`src/rtl/regfile_read_arbiter.sv`:
```
// Round-robin arbiter for the single register-file read port.
// Registers the returned word with a same-cycle write bypass.
module regfile_read_arbiter #(
   parameter int NREQ = 4,
   parameter int AW   = 5,
   parameter int DW   = 32
) (
   input  logic              clk,
   input  logic              rst_n,
   input  logic [NREQ-1:0]   req,
   input  logic [NREQ*AW-1:0] raddr_i,
   input  logic              stall,
   output logic [NREQ-1:0]   gnt,
   output logic [AW-1:0]     rf_raddr,
   input  logic [DW-1:0]     rf_q,
   input  logic              we,
   input  logic [AW-1:0]     waddr,
   input  logic [DW-1:0]     wdata,
   output logic [DW-1:0]     rdata,
   output logic [NREQ-1:0]   rvalid
);

   localparam int          PW = $clog2(NREQ);
   localparam int unsigned N  = NREQ;

   logic [PW-1:0] ptr;
   logic [PW-1:0] win;
   logic [PW-1:0] ptr_nxt;
   logic [PW-1:0] sel;
   logic          hit;
   logic [AW-1:0] addr_a [NREQ];
   logic [DW-1:0] rdata_d;
   int unsigned   idx;

   always_comb begin
      for (int unsigned i = 0; i < N; i++) begin
         addr_a[i] = raddr_i[i*AW +: AW];
      end
   end

   // Scan from ptr upward with wraparound; the first active request wins.
   always_comb begin
      hit = 1'b0;
      win = '0;
      idx = 0;
      sel = '0;
      if (rst_n && !stall) begin
         for (int unsigned k = 0; k < N; k++) begin
            idx = int'(ptr) + k;
            if (idx >= N) begin
               idx = idx - N;
            end
            sel = PW'(idx);
            if (!hit && req[sel]) begin
               hit = 1'b1;
               win = sel;
            end
         end
      end
   end

   always_comb begin
      gnt = '0;
      for (int unsigned i = 0; i < N; i++) begin
         gnt[i] = hit && (win == PW'(i));
      end
      rf_raddr = hit ? addr_a[win] : '0;
      ptr_nxt  = (win == PW'(N - 1)) ? '0 : win + 1'b1;
      // A write committing this edge to the address being read must win over the stale mux output.
      rdata_d  = (we && (waddr == rf_raddr)) ? wdata : rf_q;
   end

   always_ff @(posedge clk or negedge rst_n) begin
      if (!rst_n) begin
         ptr    <= '0;
         rdata  <= '0;
         rvalid <= '0;
      end else begin
         rvalid <= gnt;
         if (hit) begin
            ptr   <= ptr_nxt;
            rdata <= rdata_d;
         end
      end
   end

endmodule

```
`config.mk`:
```
export PLATFORM = sky130hd
export DESIGN_NAME = regfile_read_arbiter
export DESIGN_NICKNAME = d
export VERILOG_FILES = /design/src/rtl/regfile_read_arbiter.sv
export SDC_FILE = /design/constraint.sdc
export NUM_CORES = 1
export LEC_CHECK = 0
export ABC_AREA = 1
export CELL_PAD_IN_SITES_DETAIL_PLACEMENT = 0
export CELL_PAD_IN_SITES_GLOBAL_PLACEMENT = 2
export CORE_ASPECT_RATIO = 0.6
export CORE_UTILIZATION = 23
export CTS_BUF_LIST = sky130_fd_sc_hd__clkbuf_4
export CTS_CLUSTER_SIZE = 14
export DETAILED_ROUTE_END_ITERATION = 10
export MAX_ROUTING_LAYER = met4
export PLACE_DENSITY = 0.95
export SYNTH_ARGS = -nofsm -noshare
export SYNTH_HDL_FRONTEND = slang
export SYNTH_SLANG_ARGS = --single-unit
```
`constraint.sdc`:
```
create_clock -name clk -period 4.8 [get_ports clk]
set_input_delay 1.2 -clock clk [delete_from_list [all_inputs] [get_ports clk]]
set_output_delay 1.2 -clock clk [all_outputs]
set_load 0.01 [all_outputs]
```
# Word level (Yosys, flattened, before mapping)
# Index checks and enable logic that the tools add are counted.
# classes
n_eq_ne,4
bitwise_logic,1
n_lt_le_gt_ge,9
mux,35
n_reduce_logical,14
n_addsub,8
# ops
operator,n
2-to-1 mux 32 bit,1
2-to-1 mux 2 bit,14
2-to-1 mux 5 bit,3
>= comparator 3 bit (second input constant),4
< comparator 2 x 3 -> 1 bit (second input constant),4
2-to-1 mux 1 bit,12
binary-select mux 5 bit (select 2 bit),1
logical AND 1 bit,9
binary-select mux 1 bit (select 2 bit),4
subtractor 2 x 1 -> 2 bit (second input constant),4
adder 2 x 2 -> 3 bit (second input constant),2
equality test 5 bit,1
equality test 2 bit (second input constant),2
logical NOT 1 bit,4
adder 2 x 1 -> 3 bit (second input constant),1
>= comparator 2 x 3 -> 1 bit (second input constant),1
inverter 2 -> 3 bit,1
adder 2 x 1 -> 2 bit (second input constant),1
equality test 2 x 1 -> 1 bit (second input constant),1
logical NOT 2 bit,1
# totals
in_bits,97
output_inout_bits,45
regBits,38
elab_cells,74

# Longest topological paths before layout
# logic_depth
word_depth,27
ltp_mapped,23
depth_no_buf,20

# Least setup slack after synthesis
# Ideal clock, no wire load.
# synth_path
kind,input-to-output
start,input req[2]
end,output gnt[1]
arrival_ns,2.467
cell_stages,15
required_time_ns,3.600
path_slack_ns,1.133
path_cell_list,inv_1 > nand2_1 > nand2_1 > nand2_1 > nand2_1 > nand2_1 > nand2_1 > nand2_2 > nand2_4 > nand2_8 > buf_12 > inv_1 > ha_1 > inv_1 > nor2_1
# synth_between
elab_chain_cells,18
elab_cells_between_ends,29
cone_classes,eq/ne: 1; mux: 21; reduce/logical: 7
# synth_lines
element,line_no,rtl
start: declaration,10,"input logic [NREQ-1:0] req,"
binary-select mux 1 bit (select 2 bit),54,if (!hit && req[sel]) begin
2-to-1 mux 1 bit (not written as such),54,
2-to-1 mux 1 bit,54,
2-to-1 mux 1 bit,47,if (rst_n && !stall) begin
logical NOT 1 bit,54,
logical AND 1 bit,54,
2-to-1 mux 1 bit,54,
2-to-1 mux 1 bit,47,
[... 2 more ...],-,
2-to-1 mux 1 bit,54,
2-to-1 mux 1 bit,47,
logical NOT 1 bit,54,
logical AND 1 bit,54,
2-to-1 mux 2 bit,54,
2-to-1 mux 2 bit,47,
equality test 2 x 1 -> 1 bit,65,gnt[i] = hit && (win == PW'(i));
logical AND 1 bit (*),65,
end: declaration,13,"output logic [NREQ-1:0] gnt,"
# Mark *: on every way between the ends. The rest lies on a longest branch, timed or not. The select of a mux whose other input is x is not followed.

# Final worst setup path
# layout_path
start,input req[1]
end,output rf_raddr[1]
# layout_between
elab_chain_cells,21
elab_cells_between_ends,32
cone_classes,mux: 25; bitwise: 1; reduce/logical: 6
# layout_lines
element,line_no,rtl
binary-select mux 1 bit (select 2 bit),54,
2-to-1 mux 1 bit (not written as such),54,
2-to-1 mux 1 bit,54,
2-to-1 mux 1 bit,47,
logical NOT 1 bit,54,
logical AND 1 bit,54,
2-to-1 mux 1 bit,54,
2-to-1 mux 1 bit,47,
[... 4 more ...],-,
logical NOT 1 bit,54,
logical AND 1 bit,54,
2-to-1 mux 2 bit,54,
2-to-1 mux 2 bit,47,
inverter 2 -> 3 bit (not written as such),67,rf_raddr = hit ? addr_a[win] : '0;
binary-select mux 5 bit (select 2 bit),67,
2-to-1 mux 5 bit (not written as such) (2 in series),67,
2-to-1 mux 5 bit (*),67,
end: declaration,14,"output logic [AW-1:0] rf_raddr,"
# Marks and branches as above.

==> impl_results.md <==
- TritonCTS clock tree: done
- Initial antenna violation count: 0
- Area growth from synthesis to layout: 54.1%
- Ys async rst share: 1.00
- Vias in the first global route: around 3200
- Relative slew slack: 0.658
- Met1 Use GR: 0.231
- Slowest CP cell: clkdlybuf4s50_1
- Slew Limit Fails: 0
- Storage cell area: around 950 µm²
- Biggest area consumer among synthesized cells: dfrtp_1
- Synth cell types: 27
- I/O pin cnt: 142
- Register area share after synthesis: 0.309
- Fin. Hold Viols: 0
- Mapped cell area: about 0.003 mm²
- Mux cell area share after synthesis: 0
- Share of cells above drive strength 1: 0.0941
- H-tree levels: 2
- Clk pwr share: 0.113
- Setup Crit Path Kind: in2out
- Synthesized area per cell: around 6.5 µm²
- HP Class: reg2reg
- Yosys reg bits: 38
- Final Cycle Share: 0.965
- Final HPWL DP: about 8000 µm
- Largest family of logic cells by synthesized area: simple AND/OR/NAND/NOR gates
- Final GP Congestion: 0.864
- IO buf count: between 100 and 150
- Final nets: between 700 and 800
- CTS resizes: 0
- Simple-gate share of the synthesized area: 0.472
- Final WS setup: 0.169 ns
- Static Leak: 0.00263 µW
- WL per Instance: about 13 µm
- Power share of the combinational group: 0.608
- Site row count: 32
- Sequential Power Share: 0.279
- CP required: 3.60 ns
- Post-synth EDFFs: 0
- Post-DRT Antenna Nets: 0
- Die Height: 91.6 µm
- Diode count: 0
- Startpoint Class: primary input
- Sw Ratio: 0.436
- Cell Chain, Critical Path: clkdlybuf4s50_1 > inv_1 > nand2_1 > nand3_1 > nand2_1 > nand2_1 > nand2_1 > nand2_2 > nand2_4 > buf_6 > nand3_1 > nand3_1 > nand3_2 > inv_1 > clkdlybuf4s50_1
- Crit path top cell by count: nand2_1
- Via Count: about 3400
- Detailed Route WL: 10300 µm
- Final instance count without filler cells: between 700 and 800
- Post-synth top area share: 0.309
- Psw: between 800 and 900 µW
- Post-CTS Setup Bufs: 0
- Initial Util: 0.238
- Critical Path End Type: primary output
- Gr busiest metal: met1
- Residual DRC: 0
- Met2 GRT Util: 0.209
- CP arrival: between 3 and 4 ns
- Post-Syn Nets: between 500 and 600
- Clock transition at path regs: roughly 0.12 ns
- Total global routing overflow: 0
- Synth Area in Compound Gates: 0.00488
- Cells after DPL: about 770
- Vias/cell: between 4 and 5
- Core Area: roughly 0.013 mm²
- Post-Synth Adder-Cell Area: 0.0163
- Most frequent cell after synthesis: nand2_1
- Max stage delay on crit path: 0.53 ns
- Latest clock arrival within the worst-skew pair: 0.34 ns
- Max Cap Violations: 0
- Outcome: completed
- Worst slack, placed: about 0.094 ns
- Top cells by area, synth: dfrtp_1 (31%), nand2_1 (18%), nand3_1 (12%)
- Area of the multi-input gates: between 0.0015 and 0.002 mm²
- Power Internal: ~1000 µW
- Final setup fails: 0
- Synth warn: 0
- Hold-fix buffers, CTS: 0
- Clock Skew: between 0.01 and 0.015 ns
- Met3 Track Usage GR: 0.0342
- # fillers: 1373
- Syn Inst Count: 471
- Worst hold margin: 0.493 ns
- Commonest cells post-synth: nand2_1 (150), inv_1 (99), nand3_1 (75)
- All-layer global routing usage: 0.154
- Max FO, Critical Path: 12
- First-pass iteration count of the detailed router: 4
- XOR/XNOR share of the synthesized area: 0
- Die area: between 0.01 and 0.015 mm²
- Minimum clock period: ~4.6 ns
- Maximum VDD drop: between 0.15 and 0.2 mV
- Die Width: roughly 150 µm
- CTS Sinks: 38
- Slew @ Worst Pin: a little over 0.5 ns
- Global-route wire length before repair: ~16000 µm
- Cts bufs inserted: 5
- Largest net degree at the start of global routing: 39
- FMAX: about 220 MHz
- Iteration-0 DRC Markers: approximately 150
- Max Root-Sink Buffers: 2
- Overall power: 1850 µW
- Ys flop type: dfrtp_1
- Root Driver: clkbuf_4
- Power per Cell Area: between 300 and 400 mW/mm²
-- worst max-delay path, delay by kind of cell --
family                 cells  cell delay [ns]
and+or+nand+nor           10             0.94
buffers and inverters      5             1.30
-- worst paths after layout --
check / from / to / slack (ns) / cells after the start
min in group asynchronous: rst_n / rvalid[2] / 0.96 / 2
worst min-delay path: rdata[3] / rdata[3] / 0.49 / 2
worst max register to register: ptr[0] / rdata[22] / 1.57 / 21
worst min register to register: rdata[3] / rdata[3] / 0.49 / 2
max in group asynchronous: rst_n / rdata[5] / 3.47 / 2
worst max-delay path: req[1] / rf_raddr[1] / 0.17 / 15
-- layer usage --
metal,wire (µm),share of wire
met5,0,0
met4,45,0.0044
met3,757,0.074
met2,4010,0.39
met1,5460,0.53
-- state kept, by name (all words and copies together) (netlist names) --
signal  flops
ptr         2
rdata      32
rvalid      4
-- area by class of cell --
cell class | count | share of cell area
sequential | 38 | 0.201
tap | 170 | 0.0449
inverter | 106 | 0.0871
timing repair buffer | 153 | 0.329
clock buffer | 5 | 0.00792
clock inverter | 2 | 0.00712
multi-input combinational | 302 | 0.323
-- per-stage QoR --
stage          area [µm²]   TNS, ns  utilization
2_1_floorplan        3080         0            -
3_3_place_gp         4610         0        0.356
3_5_place_dp         4610         0        0.356
4_1_cts              4680         0        0.362
5_1_grt              4740  -0.00670        0.367
6_report             4740         0        0.367
-- power by group through the flow --
stage | clock (µW) | sequential [µW] | combinational, µW
final | 209 | 515 | 1120
after detailed placement | 0 | 517 | 1100
after global routing | 236 | 531 | 1230
after CTS | 223 | 515 | 1110
after floorplan | 0 | 538 | 625
after global placement | 0 | 520 | 1090
-- cells by family after synthesis --
logic type | after synthesis
DFF | 38
adders and majority gates | 4
AOI/OAI and AO/OA | 3
buffers and inverters | 131
and+or+nand+nor | 295
-- cell usage in the layout, fill, tap and decap left out, drive strengths merged --
cell type,synthesis,layout
nand3,82,82
nand4,34,34
inv,106,106
ha,4,4
a21oi,1,1
clkdlybuf4s50,0,133
nor2,11,11
clkinv,0,1
clkbuf,2,6
bufinv,0,1
buf,22,12
nand2,168,168
o21ai,2,2
dlymetal6s2s,0,7
dfrtp,38,38
Note: power is estimated with default switching activity, not from simulation.
